[src/rtl/read_cmd_scheduler.sv]
// Round-robin arbiter sharing one DataMover MM2S read-command channel, with credit tracking and status routing.
// Optional watchdog is enabled by defining READ_SCHED_WATCHDOG_EN.
module read_cmd_scheduler #(
   parameter int NUM_REQ         = 4,
   parameter int MAX_OUTSTANDING = 4,
   parameter int TIMEOUT_CYCLES  = 65535
) (
   input  logic                   aclk,
   input  logic                   areset,
   input  logic [32*NUM_REQ-1:0]  req_addr,
   input  logic [23*NUM_REQ-1:0]  req_btt,
   input  logic [NUM_REQ-1:0]     req_tvalid,
   output logic [NUM_REQ-1:0]     req_tready,
   output logic [71:0]            command_out_tdata,
   output logic                   command_out_tvalid,
   input  logic                   command_out_tready,
   input  logic [7:0]             status_in_tdata,
   input  logic                   status_in_tvalid,
   output logic                   status_in_tready,
   output logic [NUM_REQ-1:0]     done_valid,
   output logic [NUM_REQ-1:0]     done_error,
   output logic [3:0]             outstanding,
   output logic                   sched_error,
   output logic                   timeout
);

   typedef enum logic {IDLE, ISSUE} state_t;

   state_t               state_reg;
   logic [3:0]           ptr_reg;
   logic [71:0]          command_reg;
   logic                 command_valid_reg;
   logic [3:0]           outstanding_reg;
   logic                 sched_error_reg;
   logic [NUM_REQ-1:0]   done_valid_reg;
   logic [NUM_REQ-1:0]   done_error_reg;

   logic [3:0]           cand_idx [NUM_REQ];
   logic                 grant_found;
   logic [3:0]           grant_idx;
   logic [3:0]           ptr_next;
   logic                 eligible;
   logic [31:0]          grant_addr;
   logic [22:0]          grant_btt;
   logic [NUM_REQ-1:0]   grant_onehot;
   logic [NUM_REQ-1:0]   tag_hit;

   logic [3:0]           status_tag;
   logic                 status_err;
   logic                 status_ok;
   logic                 status_bad;
   logic                 cmd_fire;

   // Candidate i is the requester i positions above the round-robin pointer.
   generate
      for (genvar gi = 0; gi < NUM_REQ; gi++) begin : g_cand
         logic [4:0] sum;
         assign sum          = {1'b0, ptr_reg} + 5'(gi);
         assign cand_idx[gi] = (sum >= 5'(NUM_REQ)) ? 4'(sum - 5'(NUM_REQ)) : sum[3:0];
      end
   endgenerate

   always_comb begin
      grant_found = 1'b0;
      grant_idx   = 4'd0;
      for (int k = 0; k < NUM_REQ; k++) begin
         for (int i = 0; i < NUM_REQ; i++) begin
            if (!grant_found && cand_idx[k] == 4'(i) && req_tvalid[i]) begin
               grant_found = 1'b1;
               grant_idx   = 4'(i);
            end
         end
      end
   end

   assign eligible = (state_reg == IDLE) && (outstanding_reg < 4'(MAX_OUTSTANDING)) && grant_found;
   assign ptr_next = (grant_idx == 4'(NUM_REQ - 1)) ? 4'd0 : grant_idx + 4'd1;

   generate
      for (genvar gi = 0; gi < NUM_REQ; gi++) begin : g_grant
         assign grant_onehot[gi] = eligible && (grant_idx == 4'(gi));
         assign tag_hit[gi]      = (status_tag == 4'(gi));
      end
   endgenerate

   always_comb begin
      grant_addr = 32'd0;
      grant_btt  = 23'd0;
      for (int i = 0; i < NUM_REQ; i++) begin
         if (grant_idx == 4'(i)) begin
            grant_addr = req_addr[32*i +: 32];
            grant_btt  = req_btt[23*i +: 23];
         end
      end
   end

   assign status_tag = status_in_tdata[3:0];
   assign status_err = !status_in_tdata[7] || (|status_in_tdata[6:4]);
   assign status_ok  = status_in_tvalid && ({1'b0, status_tag} < 5'(NUM_REQ)) && (outstanding_reg != 4'd0);
   assign status_bad = status_in_tvalid && !status_ok;
   assign cmd_fire   = command_valid_reg && command_out_tready;

   always_ff @(posedge aclk) begin
      if (areset) begin
         state_reg         <= IDLE;
         ptr_reg           <= 4'd0;
         command_reg       <= 72'd0;
         command_valid_reg <= 1'b0;
         outstanding_reg   <= 4'd0;
         sched_error_reg   <= 1'b0;
         done_valid_reg    <= '0;
         done_error_reg    <= '0;
      end else begin
         done_valid_reg <= '0;
         done_error_reg <= '0;

         case (state_reg)
            IDLE: begin
               if (eligible) begin
                  // Command layout: rsvd, tag, addr, drr, eof, dsa, type, btt.
                  command_reg       <= {4'b0, grant_idx, grant_addr, 1'b0, 1'b1, 6'b0, 1'b1, grant_btt};
                  command_valid_reg <= 1'b1;
                  ptr_reg           <= ptr_next;
                  state_reg         <= ISSUE;
               end
            end
            ISSUE: begin
               if (command_out_tready) begin
                  command_valid_reg <= 1'b0;
                  state_reg         <= IDLE;
               end
            end
            default: state_reg <= IDLE;
         endcase

         if (cmd_fire && !status_ok)
            outstanding_reg <= outstanding_reg + 4'd1;
         else if (!cmd_fire && status_ok)
            outstanding_reg <= outstanding_reg - 4'd1;

         if (status_ok) begin
            done_valid_reg <= tag_hit;
            done_error_reg <= status_err ? tag_hit : '0;
         end
         if (status_bad)
            sched_error_reg <= 1'b1;
      end
   end

`ifdef READ_SCHED_WATCHDOG_EN
   logic [16:0] wd_cnt_reg;
   logic        timeout_reg;
   logic        wd_clear;

   assign wd_clear = status_in_tvalid || (outstanding_reg == 4'd0);

   // Counter saturates at the limit; the flag is sticky until reset.
   always_ff @(posedge aclk) begin
      if (areset) begin
         wd_cnt_reg  <= 17'd0;
         timeout_reg <= 1'b0;
      end else begin
         if (wd_clear)
            wd_cnt_reg <= 17'd0;
         else if (wd_cnt_reg != 17'(TIMEOUT_CYCLES))
            wd_cnt_reg <= wd_cnt_reg + 17'd1;
         if (!wd_clear && (wd_cnt_reg + 17'd1 >= 17'(TIMEOUT_CYCLES)))
            timeout_reg <= 1'b1;
      end
   end

   assign timeout = timeout_reg;
`else
   assign timeout = 1'b0;
`endif

   assign req_tready         = grant_onehot;
   assign command_out_tdata  = command_reg;
   assign command_out_tvalid = command_valid_reg;
   assign status_in_tready   = !areset;
   assign done_valid         = done_valid_reg;
   assign done_error         = done_error_reg;
   assign outstanding        = outstanding_reg;
   assign sched_error        = sched_error_reg;

endmodule
[config.mk]
export PLATFORM = sky130hd
export DESIGN_NAME = read_cmd_scheduler
export DESIGN_NICKNAME = d
export VERILOG_FILES = /design/src/rtl/read_cmd_scheduler.sv
export SDC_FILE = /design/constraint.sdc
export NUM_CORES = 1
export LEC_CHECK = 0
export BUFFER_PORTS_ARGS = -buffer_cell sky130_fd_sc_hd__buf_2
export CAP_MARGIN = 5
export CORE_AREA = 2 2 129 131
export CTS_CLUSTER_DIAMETER = 150
export CTS_CLUSTER_SIZE = 12
export DETAILED_ROUTE_END_ITERATION = 8
export DIE_AREA = 0 0 131 133
export PLACE_DENSITY = 0.76
export SKIP_LAST_GASP = 1
export SYNTH_ARGS = -nofsm -noshare
export SYNTH_HDL_FRONTEND = slang
export SYNTH_SLANG_ARGS = --single-unit
export TNS_END_PERCENT = 1
[constraint.sdc]
create_clock -name aclk -period 4.9 [get_ports aclk]
set_clock_uncertainty 0.15 [all_clocks]
set_input_delay 0.49 -clock aclk [delete_from_list [all_inputs] [get_ports aclk]]
set_output_delay 0.49 -clock aclk [all_outputs]
set_load 0.05 [all_outputs]
# --- Word level (Yosys, flattened, before mapping) ---
# Index checks and enable logic that the tools add are counted.
classes:
  add_sub_neg: 10
  n_mul: 0
  div_mod_pow: 0
  n_lt_le_gt_ge: 6
  eq_ne: 20
  n_shift: 0
  muxes: 52
  bitwise: 3
  reduce_logical: 76
op_table:
  columns: ["op", "n"]
  rows:
  - ["$mux 32", 4]
  - ["$mux 23", 4]
  - ["$mux 4", 21]
  - ["$eq 4x2->1 const B", 12]
  - ["$logic_and 1x1->1", 43]
  - ["$eq 4x1->1 const B", 6]
  - ["$logic_not 4->1", 6]
  - ["$mux 1", 21]
  - ["$logic_not 1->1", 19]
  - ["$sub 4x3->4 const B", 4]
  - ["$ge 5x3->1 const B", 3]
  - ["$add 4x2->5 const B", 2]
  - ["$add 4x1->4 const B", 2]
  - ["$lt 4x3->1 const B", 2]
  - ["$reduce_or 3->1", 2]
  - ["$add 4x1->5 const B", 1]
  - ["$ge 4x3->1 const B", 1]
  - ["$ne 2x2->1 const B", 2]
  - ["$pmux 1 s2", 2]
  - ["$reduce_and 2->1", 2]
  - ["$reduce_bool 4->1", 1]
  - ["$sub 4x1->4 const B", 1]
  - ["$not 1->1", 3]
  - ["$reduce_bool 2->1", 1]
  - ["2 further kinds", 2]
totals:
  ff_bits: 80
  latch_bits: 0
  mem_bits_rw: 0
  rom_bits: 0
  input_bits: 236
  elab_cells: 175
  memories: 0

# --- Depth between registers and ports, before layout ---
logic_depth:
  depth_word: 70
  mapped_depth: 17
  mapped_depth_nobuf: 14

# --- Worst setup path after synthesis ---
# OpenSTA, ideal clock, no wires.
synth_timing:
  kind: "flip-flop to output port"
  from: "register ptr_reg[1]"
  to: "output port req_tready[1]"
  t_arrival_ns: 2.761
  t_required_ns: 4.260
  slack_ns: 1.499
  path_stages_with_launch: 11
  n_path_buf: 3
  path_cell_list: "dfxtp_1 -> buf_4 -> or2_2 -> ha_1 -> or3b_4 -> o221ai_1 -> o2bb2ai_1 -> ha_1 -> clkbuf_1 -> clkbuf_1 -> and2_1"
synth_between:
  elab_chain_cells: 67
  word_cells_on_any_way: 111
synth_rtl:
  columns: ["element", "line", "rtl"]
  rows:
  - ["start, declared", "30", "logic [3:0] ptr_reg;"]
  - ["start signal, assigned", "123", "ptr_reg <= ptr_next;"]
  - ["$sub 4x3->4 / $ge 4x3->1 (equally long branches)", "59", "assign cand_idx[gi] = (sum >= 5'(NUM_REQ)) ? 4'(sum - 5'(NUM_REQ)) : sum[3:0];"]
  - ["$mux 4", "59", null]
  - ["$logic_not 4->1", "68", "if (!grant_found && cand_idx[k] == 4'(i) && req_tvalid[i]) begin"]
  - ["$logic_and 1x1->1", "68", null]
  - ["$mux 1", "68", null]
  - ["$logic_not 1->1", "68", null]
  - ["$logic_and 1x1->1 (2 in a row)", "68", null]
  - ["$mux 1", "68", null]
  - ["[... 49 more ...]", null, null]
  - ["$logic_and 1x1->1 (2 in a row)", "68", null]
  - ["$mux 1", "68", null]
  - ["$logic_not 1->1", "68", null]
  - ["$logic_and 1x1->1 (2 in a row)", "68", null]
  - ["$mux 4 *", "68", null]
  - ["via grant_idx[0]", "40", "logic [3:0] grant_idx;"]
  - ["$eq 4x1->1 *", "81", "assign grant_onehot[gi] = eligible && (grant_idx == 4'(gi));"]
  - ["$logic_and 1x1->1 *", "81", null]
  - ["end, declared", "13", "output logic [NUM_REQ-1:0] req_tready,"]
# Mark *: on every way through the listed nets, which the timed path passes. The rest lies on a longest branch.

# --- Final worst setup path ---
layout_timing:
  from: "register ptr_reg[1]"
  to: "register command_reg[38], in the netlist command_out_tdata[38]"
layout_between:
  elab_chain_cells: 70
  word_cells_on_any_way: 118
layout_rtl:
  columns: ["element", "line", "rtl"]
  rows:
  - ["$sub 4x3->4 / $ge 4x3->1 (equally long branches)", "59", null]
  - ["$mux 4", "59", null]
  - ["$logic_not 4->1", "68", null]
  - ["$logic_and 1x1->1", "68", null]
  - ["$mux 1", "68", null]
  - ["$logic_not 1->1", "68", null]
  - ["$logic_and 1x1->1 (2 in a row)", "68", null]
  - ["$mux 1", "68", null]
  - ["[... 51 more ...]", null, null]
  - ["$mux 1", "68", null]
  - ["$logic_not 1->1", "68", null]
  - ["$logic_and 1x1->1 (2 in a row)", "68", null]
  - ["$mux 4 *", "68", null]
  - ["via grant_idx[0]", "40", null]
  - ["$logic_not 4->1", "90", "if (grant_idx == 4'(i)) begin"]
  - ["$mux 32 (3 in a row)", "90", null]
  - ["$mux 32 *", "90", null]
  - ["end signal, assigned", "121", "command_reg <= {4'b0, grant_idx, grant_addr, 1'b0, 1'b1, 6'b0, 1'b1, grant_btt};"]
  - ["end, declared", "31", "logic [71:0] command_reg;"]
# Marks and branches as above.
# A chain may end at the register's enable or synchronous reset.

==> summary.md <==
| Metric | Value |
|---|---|
| Fraction of registers with async set/reset | `0` |
| Max reg flops | `58` |
| Htree depth | `3` |
| Post-DP HPWL | `14200 µm` |
| I/O Buffers | `313` |
| Post-DR vias/cell | `5.53` |
| Avg WL per Cell | `17.0 µm` |
| Post-CTS repair timing setup buffer count | `0` |
| Mux contribution to synthesized area | `0.00956` |
| Post-Synth Simple-Gate Area | `0.231` |
| Width of the die | `131 µm` |
| Largest family of logic cells by synthesized area | `compound AO/OA/AOI/OAI gates` |
| Grt ovf | `0` |
| Max_cap viols | `0` |
| Flop and latch count out of synthesis | `75` |
| Max VDD drop | `422 µV` |
| Iter 0 DRT Violations | `438` |
| CTS Sinks | `75` |
| Num CTS Buffers | `9` |
| RSZ-0062 raised after global routing | `no` |
| Distinct cell type count after synthesis | `52` |
| Max Clk Rate | `0.233 GHz` |
| Pre-antenna DRT Iters | `5` |
| P_leak | `3.03 nW` |
| Yosys warning count | `0` |
| Cell with the most instances after synthesis | `dfxtp_1` |
| Status | `completed` |
| Gate Count Post-Synth | `722` |
| Synth area leader | `dfxtp_1` |
| Ratio of cells with drive above 1 in the final layout | `0.365` |
| Placer Congestion | `0.850` |
| Share of the synthesized area in the top cell type | `0.287` |
| Worst Hold Class | `input pin to flip-flop` |
| Finished Cell Area | `7120 µm²` |
| Cell area after synthesis | `5240 µm²` |
| Longest Clk Path Bufs | `2` |
| Area contributors post-synth | `dfxtp_1, a211oi_1, nand3b_1` |
| Pwr Density | `599 nW/µm²` |
| Area after DPL | `6820 µm²` |
| Post-synth EDFFs | `0` |
| ANT cells | `0` |
| Post-synth top cells | `dfxtp_1, nand2_1, clkbuf_1, a21oi_1, nand3_1` |
| Worst setup EP type | `flip-flop` |
| First-pass GRT wire length | `30800 µm` |
| Pin count of the biggest net entering global routing | `87` |
| Tot Pwr | `4.27 mW` |
| CP Data Required Time | `5.01 ns` |
| Cells along the critical path | `or2_2, inv_1, ha_1, or3b_4, o221ai_1, o2bb2ai_1, ha_1, or2_2, buf_4, a21oi_1, a211oi_1, o21ai_0, a31oi_1` |
| Arr. time, crit path | `4.40 ns` |
| Total Routing Usage GR | `0.226` |
| Routed via count | `6638` |
| CTS tree | `yes` |
| Endpoints failing setup | `0` |
| Fin. max-slew vios | `0` |
| Worst Reg-to-Reg Cells | `13` |
| Initial antenna violation count | `2` |
| I/O pins | `328` |
| Worst Tran Pin Value | `1.11 ns` |
| Reg clk slew, reported paths | `0.06 ns` |
| Core ar. | `16200 µm²` |
| Post-Synth XOR/XNOR Area | `0.00502` |
| Mapped Avg Cell Area | `7.25 µm²` |
| Synth Area in Compound Gates | `0.348` |
| Final Non-Filler Cells | `1201` |
| Post-synthesis sequential area ratio | `0.287` |
| Final Hold Fails | `0` |
| Vias in the first global route | `6100` |
| Final net count | `1222` |
| # DRC | `0` |
| Tmin final | `4.28 ns` |
| Die area | `17400 µm²` |
| Crit-path max FO | `47` |
| # resized after CTS | `0` |
| CP Launch Type | `flip-flop` |
| Routed WL | `20400 µm` |
| WS Path Type | `flip-flop to flip-flop` |
| Starting Density | `0.324` |
| Crit path largest cell delay | `0.84 ns` |
| Dpl cells | `1185` |
| Post-cts hold buffer count | `0` |
| Top FF cell, synth | `dfxtp_1` |
| Tcrit/Tclk final | `0.874` |
| Skew-Pair Late Insertion Delay | `0.34 ns` |
| Setup slack after layout | `0.616 ns` |
| Hold Crit Depth | `2` |
| Antenna viol nets, final | `0` |
| Std cell rows | `47` |
| TNS Setup | `0 ns` |
| Crit-path slowest cell | `or2_2` |
| Die height | `133 µm` |
| Synthesis-to-finish area growth | `36.0%` |
| Root buffer cell | `clkbuf_16` |
| Worst slack at placement | `0.640 ns` |
| Rel. slew slack | `0.261` |
| Adder-cell area share of the yosys netlist | `0.0253` |
==> critical path, delay by kind of cell (launching register included) <==
family | cells | cell delay [ns]
simple gates | 3 | 1.48
compound gates | 6 | 1.11
flops | 1 | 0.55
fa+ha+maj | 2 | 0.55
buf+inv | 2 | 0.35
==> worst paths after layout <==
check	start	to	slack, ns
setup / recovery	ptr_reg[1]	command_out_tdata[38]	0.62
hold reg to reg	command_out_tdata[64]	command_out_tdata[64]	0.30
hold / removal	status_in_tdata[1]	done_valid[0]	0.25
setup reg to reg	ptr_reg[1]	command_out_tdata[38]	0.62
==> layout make-up <==
cell class | count | area, µm²
fillers | 1662 | 9050
multi-input cells | 556 | 3340
repair buffers | 326 | 1680
flip-flops and latches | 75 | 1500
clock buffers | 13 | 280
well taps | 220 | 275
inverters | 8 | 30.0
clock inverters | 3 | 20.0
==> kinds of logic (layout without fill, tap and decap cells) <==
| logic type | Yosys count | after routing |
|---|---|---|
| flops | 75 | 75 |
| buf+inv | 105 | 350 |
| other cells | 2 | 16 |
| simple gates | 227 | 227 |
| mux | 5 | 5 |
| fa+ha+maj | 10 | 10 |
| xor+xnor | 3 | 3 |
| compound gates | 295 | 295 |
==> report_power, final <==
part	leakage [nW]	switching [mW]	internal, mW	total (mW)
clock	0.144	0.265	0.398	0.663
sequential	0.616	0.135	0.775	0.910
combinational	2.27	1.87	0.823	2.69
==> through the flow <==
stage	util	hold WS (ns)
after floorplan	-	0.355
after global placement	0.422	0.292
after detailed placement	0.422	0.297
after CTS	0.440	0.231
after global routing	0.440	0.254
final	0.440	0.254
==> layout by cell type, fill, tap and decap left out, types with 2 or more instances in the layout <==
master and n:
or2_2 3, buf_4 12, xnor2_1 2, ha_1 7, clkbuf_16 9, nor2_1 16
buf_2 313, conb_1 16, or3_1 3, dfxtp_1 75, nand2_1 67, nor3_1 5
nand2b_1 4, nor2b_1 4, inv_1 6, mux2i_1 5, a21oi_1 58, inv_2 2
a31oi_1 55, a221oi_1 2, clkbuf_8 4, nand3_1 57, o21a_1 3, o21ai_0 47
and2_1 5, nand3b_1 53, o21ai_1 9, o22ai_1 54, o221ai_1 2, a211oi_1 53
clkinvlp_4 2
==> metal layers <==
layer,wire length (µm),GRT usage,vias to the layer above,share of wire
met1,8280,0.263,3079,0.41
met2,10000,0.401,338,0.49
met4,505,0.0934,2,0.025
met5,17,0,-,0.00083
li1,-,-,3191,-
met3,1580,0.0441,28,0.077
Note: power is estimated with default switching activity, not from simulation.
